[config.mk]
export PLATFORM = sky130hd
export DESIGN_NAME = sequence_generator_serial
export DESIGN_NICKNAME = d
export VERILOG_FILES = /design/src/rtl/seq_pkg.sv /design/src/rtl/seq_down_counter.sv /design/src/rtl/sequence_generator_serial.sv
export SDC_FILE = /design/constraint.sdc
export NUM_CORES = 1
export LEC_CHECK = 0
export BUFFER_PORTS_ARGS = -buffer_cell sky130_fd_sc_hd__clkbuf_2
export CORE_MARGIN = 2
export CORE_UTILIZATION = 54
export DETAILED_ROUTE_END_ITERATION = 8
export MAX_ROUTING_LAYER = met4
export PLACE_DENSITY = 0.83
export RECOVER_POWER = 100
export SYNTH_ARGS = -nofsm -noshare
export SYNTH_HDL_FRONTEND = slang
export SYNTH_HIERARCHICAL = 1
export SYNTH_SLANG_ARGS = --single-unit
[constraint.sdc]
create_clock -name clk -period 2.4 [get_ports clk]
set_input_delay 0.48 -clock clk [delete_from_list [all_inputs] [get_ports clk]]
set_output_delay 0.48 -clock clk [all_outputs]
set_load 0.02 [all_outputs]
[src/rtl/seq_pkg.sv]
// Shared definitions for the serial sequence generator and the detectors it drives.
package seq_pkg;

  typedef enum logic [1:0] {
    IDLE  = 2'd0,
    SHIFT = 2'd1,
    GAP   = 2'd2
  } seq_state_e;

  localparam logic [3:0] DET_PATTERN_1010 = 4'b1010;
  localparam logic [3:0] DET_PATTERN_LEN  = 4'd4;

endpackage

[src/rtl/seq_down_counter.sv]
// Loadable down counter with a zero flag; load has priority over enable.
module seq_down_counter #(
  parameter int unsigned W = 4
) (
  input  logic         clk,
  input  logic         resetn,
  input  logic         i_load,
  input  logic [W-1:0] i_load_val,
  input  logic         i_en,
  output logic [W-1:0] o_count,
  output logic         o_zero
);

  logic [W-1:0] r_count;

  always_ff @(posedge clk or negedge resetn) begin
    if (!resetn) begin
      r_count <= '0;
    end else if (i_load) begin
      r_count <= i_load_val;
    end else if (i_en) begin
      r_count <= r_count - 1'b1;
    end
  end

  assign o_count = r_count;
  assign o_zero  = (r_count == '0);

endmodule

[src/rtl/sequence_generator_serial.sv]
// Serial pattern transmitter: sends a captured pattern MSB-first, with repeats and idle gaps.
module sequence_generator_serial #(
  parameter int unsigned DATA_W = 8,
  parameter int unsigned LEN_W  = 4,
  parameter int unsigned REP_W  = 4,
  parameter int unsigned GAP_W  = 4
) (
  input  logic              clk,
  input  logic              resetn,
  input  logic              start_valid,
  output logic              start_ready,
  input  logic [DATA_W-1:0] pattern,
  input  logic [LEN_W-1:0]  length,
  input  logic [REP_W-1:0]  repeat_cnt,
  input  logic [GAP_W-1:0]  gap,
  output logic              data,
  output logic              data_valid,
  output logic              busy,
  output logic              done
);

  import seq_pkg::*;

  seq_state_e        r_state, w_state_nxt;
  logic [DATA_W-1:0] r_pattern;
  logic [LEN_W-1:0]  r_len;
  logic [GAP_W-1:0]  r_gap;
  logic              r_data, r_valid, r_done;
  logic              w_data_nxt, w_valid_nxt, w_done_nxt;

  logic              w_accept;
  logic [LEN_W-1:0]  w_len_in;

  logic [LEN_W-1:0]  w_idx, w_idx_load_val;
  logic              w_idx_zero, w_idx_load, w_idx_en;
  logic [REP_W-1:0]  w_rep_cnt;
  logic              w_rep_zero, w_rep_load, w_rep_en;
  logic [GAP_W-1:0]  w_gap_cnt;
  logic              w_gap_zero, w_gap_load, w_gap_en;
  logic              w_unused_cnt;

  function automatic logic bit_at(input logic [DATA_W-1:0] p, input logic [LEN_W-1:0] i);
    return |(p & ({{(DATA_W-1){1'b0}}, 1'b1} << i));
  endfunction

  assign w_accept = start_valid && start_ready;
  assign w_len_in = (length > LEN_W'(DATA_W)) ? LEN_W'(DATA_W) : length;

  seq_down_counter #(.W(LEN_W)) u_idx_cnt (
    .clk(clk), .resetn(resetn), .i_load(w_idx_load), .i_load_val(w_idx_load_val),
    .i_en(w_idx_en), .o_count(w_idx), .o_zero(w_idx_zero)
  );

  seq_down_counter #(.W(REP_W)) u_rep_cnt (
    .clk(clk), .resetn(resetn), .i_load(w_rep_load), .i_load_val(repeat_cnt),
    .i_en(w_rep_en), .o_count(w_rep_cnt), .o_zero(w_rep_zero)
  );

  seq_down_counter #(.W(GAP_W)) u_gap_cnt (
    .clk(clk), .resetn(resetn), .i_load(w_gap_load), .i_load_val(r_gap - 1'b1),
    .i_en(w_gap_en), .o_count(w_gap_cnt), .o_zero(w_gap_zero)
  );

  assign w_unused_cnt = ^{w_rep_cnt, w_gap_cnt};

  // Next data bit is computed here and registered, so the first bit appears the cycle after accept.
  always_comb begin
    w_state_nxt    = r_state;
    w_data_nxt     = 1'b0;
    w_valid_nxt    = 1'b0;
    w_done_nxt     = 1'b0;
    w_idx_load     = 1'b0;
    w_idx_load_val = r_len - 1'b1;
    w_idx_en       = 1'b0;
    w_rep_load     = 1'b0;
    w_rep_en       = 1'b0;
    w_gap_load     = 1'b0;
    w_gap_en       = 1'b0;
    unique case (r_state)
      IDLE: begin
        if (w_accept) begin
          w_rep_load = 1'b1;
          if (w_len_in == '0) begin
            w_done_nxt = 1'b1;
          end else begin
            w_state_nxt    = SHIFT;
            w_idx_load     = 1'b1;
            w_idx_load_val = w_len_in - 1'b1;
            w_valid_nxt    = 1'b1;
            w_data_nxt     = bit_at(pattern, w_len_in - 1'b1);
          end
        end
      end
      SHIFT: begin
        if (!w_idx_zero) begin
          w_idx_en    = 1'b1;
          w_valid_nxt = 1'b1;
          w_data_nxt  = bit_at(r_pattern, w_idx - 1'b1);
        end else if (!w_rep_zero) begin
          if (r_gap != '0) begin
            w_state_nxt = GAP;
            w_gap_load  = 1'b1;
          end else begin
            w_idx_load  = 1'b1;
            w_rep_en    = 1'b1;
            w_valid_nxt = 1'b1;
            w_data_nxt  = bit_at(r_pattern, r_len - 1'b1);
          end
        end else begin
          w_state_nxt = IDLE;
          w_done_nxt  = 1'b1;
        end
      end
      GAP: begin
        if (w_gap_zero) begin
          w_state_nxt = SHIFT;
          w_idx_load  = 1'b1;
          w_rep_en    = 1'b1;
          w_valid_nxt = 1'b1;
          w_data_nxt  = bit_at(r_pattern, r_len - 1'b1);
        end else begin
          w_gap_en = 1'b1;
        end
      end
      default: w_state_nxt = IDLE;
    endcase
  end

  always_ff @(posedge clk or negedge resetn) begin
    if (!resetn) begin
      r_state   <= IDLE;
      r_data    <= 1'b0;
      r_valid   <= 1'b0;
      r_done    <= 1'b0;
      r_pattern <= '0;
      r_len     <= '0;
      r_gap     <= '0;
    end else begin
      r_state <= w_state_nxt;
      r_data  <= w_data_nxt;
      r_valid <= w_valid_nxt;
      r_done  <= w_done_nxt;
      if (w_accept) begin
        r_pattern <= pattern;
        r_len     <= w_len_in;
        r_gap     <= gap;
      end
    end
  end

  assign start_ready = resetn && (r_state == IDLE);
  assign busy        = (r_state != IDLE);
  assign data        = r_data;
  assign data_valid  = r_valid;
  assign done        = r_done;

endmodule

# ---- Word-level counts from Yosys, hierarchy flattened
# Cells that the tools add are included.
dict set report totals {
  ff_bits 33
  inputBits 23
  word_cells 95
}
dict set report classes {
  addsub 6
  n_lt_le_gt_ge 1
  eq_ne 7
  shifts 3
  mux 49
  n_bitwise 3
  n_reduce_logical 16
}
# cell count
set op_table {}
lappend op_table {{$mux W4} 10}
lappend op_table {{$mux W1} 27}
lappend op_table {{$and A8 B8 Y8} 3}
lappend op_table {{$reduce_or A8 Y1} 3}
lappend op_table {{$shl A1 B4 Y8 const A} 3}
lappend op_table {{$sub A4 B1 Y4 const B} 6}
lappend op_table {{$logic_not A4 Y1} 4}
lappend op_table {{$mux W2} 6}
lappend op_table {{$pmux W1 S3} 3}
lappend op_table {{$reduce_bool A2 Y1} 4}
lappend op_table {{$ne A2 B2 Y1 const B} 3}
lappend op_table {{$pmux W2 S3} 1}
lappend op_table {{$reduce_and A5 Y1} 1}
lappend op_table {{$gt A4 B4 Y1 const B} 1}
lappend op_table {{$pmux W1 S2} 2}
lappend op_table {{$reduce_bool A4 Y1} 1}
lappend op_table {{$ne A3 B3 Y1 const B} 1}
lappend op_table {{$eq A2 B1 Y1 const B} 1}
lappend op_table {{$eq A2 B2 Y1 const B} 1}
lappend op_table {{$logic_and A1 B1 Y1} 2}
lappend op_table {{$logic_not A2 Y1} 1}
lappend op_table {{$ne A2 B1 Y1 const B} 1}

# ---- Logic depth before layout (Yosys ltp)
# Gate-level depths: netlist of run 1.
dict set report logic_depth {
  depth_word 9
  ltp_mapped 10
  depth_no_buf 10
}

# ---- By module
# The synthesis of run 1 kept the hierarchy.
# module n_inst cells_each area_per_inst_um2
set by_module_without_submodules {}
lappend by_module_without_submodules {sequence_generator_serial 1 164 1435.1}
lappend by_module_without_submodules {seq_down_counter 3 21 230.2}

# ---- Least setup slack after synthesis of run 1
# No wires, ideal clock.
dict set report synth_path {
  kind {reg-to-reg}
  from {reg u_idx_cnt.r_count[0], in the netlist u_idx_cnt/o_count[0]}
  to {reg u_rep_cnt.r_count[3], in the netlist u_rep_cnt/o_count[3]}
  setup_ns 0.125
  arrival_time_ns 2.096
  required_time_ns 2.275
  slack_ns 0.179
  path_stages_with_launch 10
  n_path_buf 0
  synth_period_minus_slack_ns 2.221
  path_cell_list {dfrtp_1 > inv_1 > ha_1 > nor3b_1 > nand2_1 > o21ai_0 > and2_1 > nor4b_4 > xor2_1 > mux2_2}
}
dict set report synth_between {
  elab_chain_cells 4
}
# item line_no
set synth_lines {}
lappend synth_lines {{start: declaration} seq_down_counter.sv:14} ;# logic [W-1:0] r_count;
lappend synth_lines {{start signal: assignment} seq_down_counter.sv:20} ;# r_count <= i_load_val;
lappend synth_lines {{start signal: assignment} seq_down_counter.sv:22} ;# r_count <= r_count - 1'b1;
lappend synth_lines {{$logic_not A4 Y1} seq_down_counter.sv:27} ;# assign o_zero = (r_count == '0);
lappend synth_lines {{net w_idx_zero} sequence_generator_serial.sv:35} ;# logic w_idx_zero, w_idx_load, w_idx_en;
lappend synth_lines {{$mux W1} sequence_generator_serial.sv:95} ;# if (!w_idx_zero) begin
lappend synth_lines {{$pmux W1 S2} sequence_generator_serial.sv:79} ;# unique case (r_state)
lappend synth_lines {{net w_rep_en} sequence_generator_serial.sv:37} ;# logic w_rep_zero, w_rep_load, w_rep_en;
lappend synth_lines {{$reduce_bool A2 Y1 (no line)} --}
lappend synth_lines {{end signal: assignment} seq_down_counter.sv:20}
lappend synth_lines {{end signal: assignment} seq_down_counter.sv:22}
lappend synth_lines {{end: declaration} seq_down_counter.sv:14}
# The timed path passes the listed nets, and every way through them passes these cells.
# A chain may end at the register's enable or synchronous reset.

# ---- Worst setup path after layout of run 1
dict set report layout_path {
  from {reg u_rep_cnt.r_count[1], in the netlist u_rep_cnt/o_count[1]}
  to {reg u_rep_cnt.r_count[1], in the netlist u_rep_cnt/o_count[1]}
}
dict set report layout_between {
  elab_chain_cells 5
  elab_cells_between_ends 8
  classes_between {1 x add/sub; 5 x mux; 2 x reduce/logical}
}
# item line_no
set layout_lines {}
lappend layout_lines {{$logic_not A4 Y1} seq_down_counter.sv:27}
lappend layout_lines {{net w_rep_zero} sequence_generator_serial.sv:37}
lappend layout_lines {{$mux W1} sequence_generator_serial.sv:99} ;# end else if (!w_rep_zero) begin
lappend layout_lines {{$mux W1} sequence_generator_serial.sv:95}
lappend layout_lines {{$pmux W1 S2} sequence_generator_serial.sv:79}
lappend layout_lines {{net w_rep_en} sequence_generator_serial.sv:37}
lappend layout_lines {{$reduce_bool A2 Y1 (no line)} --}
# The timed path passes the listed nets, and every way through them passes these cells. The select of a mux whose other input is x is not followed.

==> results of run 1 <==
[state kept, by name, indices dropped and copies added (netlist names)]
| register | flops |
|---|---|
| data | 1 |
| data_valid | 1 |
| done | 1 |
| r_gap | 4 |
| r_len | 4 |
| r_pattern | 8 |
| r_state | 2 |
| u_gap_cnt/o_count | 4 |
| u_idx_cnt/o_count | 4 |
| u_rep_cnt/o_count | 4 |
[timing repair]
action | in CTS | in global routing
resized for setup | 0 | 1
hold buffers | 0 | 0
setup endpoints to repair | 0 | 3
[Yosys cell counts, types with 2 or more instances]
| master | count |
|---|---|
| o21ai_0 | 19 |
| dfrtp_1 | 33 |
| a21oi_1 | 6 |
| mux2i_1 | 3 |
| a221o_1 | 2 |
| nor2_1 | 4 |
| ha_1 | 20 |
| nand2_4 | 2 |
| a31oi_1 | 3 |
| mux2_2 | 6 |
| nor3b_1 | 3 |
| nor4b_4 | 3 |
| inv_1 | 19 |
| nor2b_1 | 4 |
| nand3_1 | 3 |
| a22o_1 | 2 |
| buf_2 | 2 |
| a221oi_1 | 2 |
| nor3_1 | 3 |
| nor4_1 | 2 |
| nand2_1 | 55 |
| xor2_1 | 10 |
| a22oi_1 | 4 |
| nand2b_1 | 3 |
| xnor2_1 | 4 |
[per-layer routing]
| layer | track usage | up-vias | share of wire |
|---|---|---|---|
| met5 | - | - | 0 |
| met4 | 0.107 | 0 | 0.020 |
| met3 | 0.0557 | 9 | 0.041 |
| met2 | 0.359 | 41 | 0.47 |
| met1 | 0.312 | 808 | 0.47 |
| li1 | - | 854 | - |
[how the worst max path moves through the flow]
stage	from	endpoint	slack [ns]	cells past startpoint
after global routing	u_idx_cnt/o_count[1]	u_rep_cnt/o_count[1]	0.03	9
after CTS	u_rep_cnt/o_count[1]	u_rep_cnt/o_count[3]	0.1	11
final	u_rep_cnt/o_count[1]	u_rep_cnt/o_count[1]	0.17	11
after detailed placement	length[0]	r_state[1]	0.05	8
after floorplan	u_idx_cnt/o_count[0]	u_rep_cnt/o_count[3]	0.18	9
after global placement	length[0]	r_state[1]	0.16	8
[worst max-delay path: stages, from the launching register on]
cell,delay (ns)
dfrtp_1,0.36
inv_1,0.07
ha_1,0.20
nor3b_1,0.15
clkbuf_1,0.12
nor2b_1,0.14
nand2_1,0.08
o21ai_1,0.21
and2_0,0.18
clkbuf_1,0.18
mux2_2,0.35
o21ai_0,0.13
[cell type report]
class / instances / area [sq um]
Inverter: 20 / 76.3
Fill cell: 302 / 1230
Tap cell: 48 / 60.1
Timing Repair Buffer: 40 / 214
Multi-Input combinational cell: 171 / 1190
Clock inverter: 1 / 30.0
Clock buffer: 7 / 86.3
Sequential cell: 33 / 826
[power by group through the flow]
stage	logic, mW	registers, mW	clock network (mW)
floorplan	0.999	1.07	0
global placement	1.35	1.08	0
detailed placement	1.41	1.09	0
CTS	1.43	1.08	0.546
global route	1.56	1.11	0.568
finish	1.39	1.08	0.541
[stage by stage]
stage / std cells / power [mW] / util / instance area, sq um / hold slack [ns]
3_3_place_gp: 312 / 2.43 / 0.647 / 2400 / 0.494
5_1_grt: 320 / 3.24 / 0.669 / 2490 / 0.399
6_report: 320 / 3.01 / 0.669 / 2490 / 0.380
3_5_place_dp: 312 / 2.49 / 0.647 / 2400 / 0.493
4_1_cts: 320 / 3.05 / 0.678 / 2520 / 0.249
2_1_floorplan: 227 / 2.07 / - / 2130 / 0.184
[cells by family after synthesis]
family | count (synthesis) | share of synthesized area
buf+inv | 23 | 0.0424
fa+ha+maj | 20 | 0.118
simple gates | 86 | 0.215
compound gates | 40 | 0.115
mux | 11 | 0.0636
flops | 33 | 0.388
xor+xnor | 14 | 0.0577
==> out/results.tsv, run 1 <==
stage	metric	value	unit
cells_and_area	share of cells above drive strength 1	0.188	
cts	number of clock sinks	33	
detailed_routing	DRC viols	0	
outcome	failing checks	max-capacitance violations, max-slew violations	
cts	TritonCTS clock tree	done	
worst_setup_path	critical register-to-register path endpoint	u_rep_cnt/o_count[1]	
worst_setup_path	crit end category	flip-flop	
grt	overall routing resource usage	0.240	
power	switching share of power	0.399	
cts	clk_lat worst skew	0.29	ns
die	Initial Util	0.572	
worst_setup_path	Worst EP required	2.62	ns
cells_and_area	Area Growth Syn to Fin	17.0	%
detailed_routing	TritonRoute pass-1 iters	4	
grt	pin count of the biggest net entering global routing	34	
sta	Final Hold Vio Count	0	
die	Placeable Area	3720	sq um
worst_hold_path	Hold/Removal Path Class	input pin to flip-flop	
placement	placer congestion estimate	0.840	
detailed_routing	DR iter-0 viols	82	
sta	setup ws final	0.171	ns
cells_and_area	Final nets	314	
sta	skew final	0.00560	ns
power	Switch Pwr	1.20	mW
power	Logic pwr share	0.460	
grt	total grt overflow	0	
worst_hold_path	critical hold path startpoint	gap[2]	
worst_setup_path	Critical Path AT	2.45	ns
job	Max Cap Viol	1	
logic_synthesis	largest area contributor in the netlist	dfrtp_1	
worst_setup_path	Worst R2R Path Depth	11	
die	Die Wd	66.7	um
cells_and_area	commonest non-fill, non-tap cells in the layout	nand2_1, dfrtp_1, clkbuf_2	
logic_synthesis	Synth Flop Type	dfrtp_1	
detailed_routing	detail-routed via count per cell	5.35	
cts	clock tree buffer depth	2	
logic_synthesis	synthesized instance count	227	
die	Die ar.	4450	sq um
die	num ports	28	
placement	Buffers on Ports	27	
cts	H-tree depth	2	
logic_synthesis	Post-Syn Nets	270	
logic_synthesis	Post-Syn Area	2130	sq um
logic_synthesis	warnings from Yosys	6	
outcome	status	complete, but fails checks	
cells_and_area	n_diodes	0	
sta	post-layout min period	2.23	ns
power	PwrDens	1210	nW/um^2
logic_synthesis	average instance area after synthesis	9.36	sq um
sta	slew margin rel.	-0.172	
grt	first-pass GRT wire length	7560	um
detailed_routing	post-route ant nets	0	
logic_synthesis	Yosys top cell area share	0.388	
grt	vias in the first global route	1672	
worst_setup_path	worst r2r src	u_rep_cnt/o_count[1]	
detailed_routing	DR WL/cell	14.0	um
placement	Place WS	0.0492	ns
grt	initial antenna violation count	0	
sta	fin crit share	0.929	
power	clock share of power	0.180	
cells_and_area	commonest non-fill, non-tap cell in the layout	nand2_1	
worst_setup_path	reg2reg setup slack	0.17	ns
logic_synthesis	count of flip-flops with a built-in enable after synthesis	0	
sta	RSZ-0062 raised after global routing	false	
worst_setup_path	CP Launch Type	flip-flop	
worst_setup_path	CP max FO	3	
logic_synthesis	count of cell types in the netlist	35	
logic_synthesis	#FFs+latches synth	33	
cts	post-CTS setup buffers	0	
die	row cnt	22	
power	maximum vdd drop	0.674	mV
worst_hold_path	worst hold endpoint	r_gap[2]	
die	die height	66.7	um
sta	transition time at the pin with the least slew margin	1.76	ns
cts	CTS Buf Count	5	
detailed_routing	drt total wl	4490	um
logic_synthesis	ys async rst share	1.00	
detailed_routing	via count	1712	
logic_synthesis	register area share after synthesis	0.388	
cts	Root Buffer	clkbuf_8	
logic_synthesis	largest cells by area after synthesis	dfrtp_1, ha_1, nand2_1	
worst_setup_path	WS Path Type	flip-flop to flip-flop	
sta	FMAX	449	MHz
sta	max-slew violation count	34	
power	cell-internal power	1.81	mW
worst_hold_path	hold path cells	3	
cts	Reg clk slew, reported paths	0.07	ns
sta	Setup TNS Final	0	ns
sta	Final setup viols	0	
power	Leak	1.21	nW
power	sequential share of power	0.360	
placement	HPWL after DPL	3340	um
Power figures use the tool's default switching activity.
==> run 2: changes to the inputs <==
--- a/config.mk
+++ b/config.mk
@@ -5,6 +5,7 @@
 export SDC_FILE = /design/constraint.sdc
 export NUM_CORES = 1
 export LEC_CHECK = 0
+export ABC_AREA = 1
 export BUFFER_PORTS_ARGS = -buffer_cell sky130_fd_sc_hd__clkbuf_2
 export CORE_MARGIN = 2
 export CORE_UTILIZATION = 54
==> run 2 against run 1 <==
  * The run still ends with max-capacitance violations, max-slew violations left
  * Utilization shrank 3.8 points
  * Wire length is 6.7% higher
  * First-iteration DRC count is 94% higher
  * Highest routed layer unchanged
==> out/results.tsv, run 2 <==
stage	metric	value	unit	change
outcome	status	complete, but fails checks		
outcome	failing checks	max-capacitance violations, max-slew violations		
worst_setup_path	CP dominant cell by count	inv_1		
placement	Post-DP Area	2450	sq um	+2.0%
die	die height	68.5	um	+2.7%
logic_synthesis	ys async rst share	1.00		unchanged
worst_setup_path	Worst EP required	2.57	ns	-0.05 ns
logic_synthesis	synthesized instance count	324		+43%
power	Tot Pwr	1.03	mW	-66%
power	clock share of power	0.397		+0.217
power	Logic pwr share	0.063		-0.397
job	Max Cap Viol	1		unchanged
worst_hold_path	critical hold path startpoint	gap[3]		
worst_hold_path	Hold/Removal Path Class	input pin to flip-flop		
die	Initial Util	0.562		-0.00996
grt	pin count of the biggest net entering global routing	34		unchanged
cells_and_area	share of cells above drive strength 1	0.0947		-0.0928
die	Placeable Area	4000	sq um	+7.6%
sta	max-slew violation count	34		unchanged
cells_and_area	max reg flops	8		unchanged
cts	CTS Buf Count	5		unchanged
sta	skew final	0.00577	ns	+0.000167 ns
worst_setup_path	CP Launch Type	flip-flop		
logic_synthesis	most numerous cell in the Yosys netlist	nand2_1		
worst_setup_path	CP cell instances	inv_1 -> ha_1 -> nand2_2 -> nor2_4 -> nand2_2 -> inv_1 -> o21bai_1 -> inv_1 -> nor2_1 -> a22oi_1 -> nand2_1		
cells_and_area	n_diodes	0		unchanged
cts	post-CTS setup buffers	0		unchanged
grt	vias in the first global route	1829		+9.4%
logic_synthesis	largest cells by area after synthesis	dfrtp_1, nand2_1, ha_1		
sta	FMAX	470	MHz	+4.9%
detailed_routing	drt total wl	4790	um	+6.7%
worst_setup_path	kind of cell adding the most delay to the critical path	simple AND/OR/NAND/NOR gates		
logic_synthesis	count of cell types in the netlist	21		-40%
worst_setup_path	WS Path Type	flip-flop to flip-flop		
power	PwrDens	408	nW/um^2	-66%
worst_setup_path	crit path buf inv count	3		unchanged
cells_and_area	Area Growth Syn to Fin	12.4	%	
power	switching share of power	0.241		-0.157
logic_synthesis	Post-Syn Area	2250	sq um	+5.8%
die	num ports	28		unchanged
cts	clk_lat worst skew	0.29	ns	about the same
power	sequential share of power	0.540		+0.180
worst_setup_path	crit path from	r_state[1]		
sta	slew margin rel.	-0.212		-0.0397
sta	Final setup viols	0		unchanged
sta	Final Hold Vio Count	0		unchanged
logic_synthesis	Post-Syn Nets	367		+36%
grt	overall routing resource usage	0.240		about the same
grt	initial antenna violation count	0		unchanged
cts	number of clock sinks	33		unchanged
sta	post-layout min period	2.13	ns	-0.103 ns
sta	fin crit share	0.886		-0.0430
sta	Setup TNS Final	0	ns	unchanged
cells_and_area	commonest non-fill, non-tap cell in the layout	nand2_1		
worst_setup_path	Worst path slowest cell	dfrtp_1		
detailed_routing	DR iter-0 viols	159		+94%
logic_synthesis	warnings from Yosys	6		unchanged
cells_and_area	Finished Cell Area	2530	sq um	+1.6%
cts	Root Buffer	clkbuf_8		
worst_setup_path	Critical Path AT	2.30	ns	-0.15 ns
cts	H-tree depth	2		unchanged
detailed_routing	TritonRoute pass-1 iters	4		unchanged
detailed_routing	detail-routed via count per cell	5.05		-5.7%
detailed_routing	DR WL/cell	11.7	um	-17%
cells_and_area	commonest non-fill, non-tap cells in the layout	nand2_1, inv_1, dfrtp_1		
cts	TritonCTS clock tree	done		
placement	HPWL after DPL	3670	um	+9.7%
cells_and_area	Final nets	401		+28%
logic_synthesis	register area share after synthesis	0.367		-0.0212
logic_synthesis	top cells by count, synth	nand2_1, inv_1, dfrtp_1, nor2_1, nand3_1		
detailed_routing	post-route ant nets	0		unchanged
die	Die Wd	68.5	um	+2.7%
power	cell-internal power	0.781	mW	-57%
worst_setup_path	worst r2r src	r_state[1]		
logic_synthesis	average instance area after synthesis	6.94	sq um	-26%
detailed_routing	via count	2064		+21%
cells_and_area	Largest Register	r_pattern		
placement	placer congestion estimate	0.916		+9.0%
logic_synthesis	Synth Flop Type	dfrtp_1		
logic_synthesis	Yosys top cell area share	0.367		-0.0212
cts	clock tree buffer depth	2		unchanged
power	Leak	1.39	nW	+15%
worst_setup_path	crit end category	flip-flop		
sta	transition time at the pin with the least slew margin	1.82	ns	+0.0596 ns
sta	RSZ-0062 raised after global routing	false		
logic_synthesis	count of flip-flops with a built-in enable after synthesis	0		unchanged
die	row cnt	23		+4.5%
worst_setup_path	CP max FO	12		+9
worst_setup_path	Crit path largest cell delay	0.43	ns	+0.07 ns
logic_synthesis	#FFs+latches synth	33		unchanged
grt	first-pass GRT wire length	8050	um	+6.4%
grt	total grt overflow	0		unchanged
detailed_routing	DRC viols	0		unchanged
die	Die ar.	4700	sq um	+5.4%
cts	Reg clk slew, reported paths	0.07	ns	about the same
power	maximum vdd drop	0.265	mV	-61%
placement	Buffers on Ports	27		unchanged
power	Switch Pwr	0.249	mW	-79%
logic_synthesis	largest area contributor in the netlist	dfrtp_1		
run 2: changes by cell type after synthesis, moves of 3 or more:
cell / before / now
mux2i_1: 3 / 0
nor2b_1: 4 / 0
nand2_1: 55 / 123
mux2_2: 6 / 0
xor2_1: 10 / 6
xnor2_1: 4 / 1
inv_1: 19 / 47
nand2b_1: 3 / 0
nand3_1: 3 / 25
nor2_1: 4 / 31
o21ai_0: 19 / 13
nor4b_4: 3 / 0
run 2: metrics by stage:
step	hold WS (ns)	worst slack [ns]	utilization	cells
2_1_floorplan	0.184	0.362	-	324
3_3_place_gp	0.480	0.253	0.613	401
3_5_place_dp	0.486	0.150	0.613	401
4_1_cts	0.278	0.239	0.634	409
5_1_grt	0.412	0.0495	0.632	409
6_report	0.402	0.274	0.632	409
run 2: repair_timing:
item                       in CTS  in global routing
gates resized for setup         0                  1
hold buffers                    0                  0
setup endpoints to repair       0                  2
run 2: cell type report:
| cell class | count | area [sq um] |
|---|---|---|
| Tap cell | 50 | 62.6 |
| Sequential cell | 33 | 826 |
| Clock inverter | 2 | 10.0 |
| Clock buffer | 6 | 72.6 |
| Inverter | 47 | 176 |
| Timing Repair Buffer | 30 | 143 |
| Fill cell | 361 | 1470 |
| Multi-Input combinational cell | 241 | 1240 |
run 2: final timing paths:
| path | end | slack (ns) | depth (start not counted) |
|---|---|---|---|
| setup / recovery | u_idx_cnt/o_count[3] | 0.27 | 11 |
| hold / removal | r_gap[3] | 0.40 | 3 |
| setup reg to reg | u_idx_cnt/o_count[3] | 0.27 | 11 |
| hold reg to reg | u_rep_cnt/o_count[0] | 0.50 | 2 |
| max in group asynchronous | r_gap[0] | 0.49 | 2 |
| min in group asynchronous | r_len[3] | 0.86 | 2 |
run 2: metal layers:
metal  GRT usage  part of all wire
met5           -                 0
met1       0.322              0.46
met2       0.361              0.47
met3      0.0568             0.061
met4      0.0725             0.012
run 2: cell families after synthesis:
family	Yosys count	share of synthesized area
AO/OA/AOI/OAI	24	0.0595
XOR/XNOR	7	0.0273
adder cells (fa/ha/maj)	20	0.111
buffers and inverters	50	0.0851
flip-flops	33	0.367
AND/OR/NAND/NOR	190	0.349
run 2: power groups by stage:
stage / Combinational [mW] / Clock (mW) / Sequential (mW)
floorplan: 0.0225 / 0 / 0.567
global placement: 0.0648 / 0 / 0.567
detailed placement: 0.0662 / 0 / 0.567
CTS: 0.0666 / 0.419 / 0.556
global route: 0.0742 / 0.452 / 0.555
finish: 0.0644 / 0.409 / 0.556
run 2: tightest hold or removal path: cells and delay by family:
family	cells	cell delay, ns
buffers and inverters	1	0.08
AND/OR/NAND/NOR	2	0.10
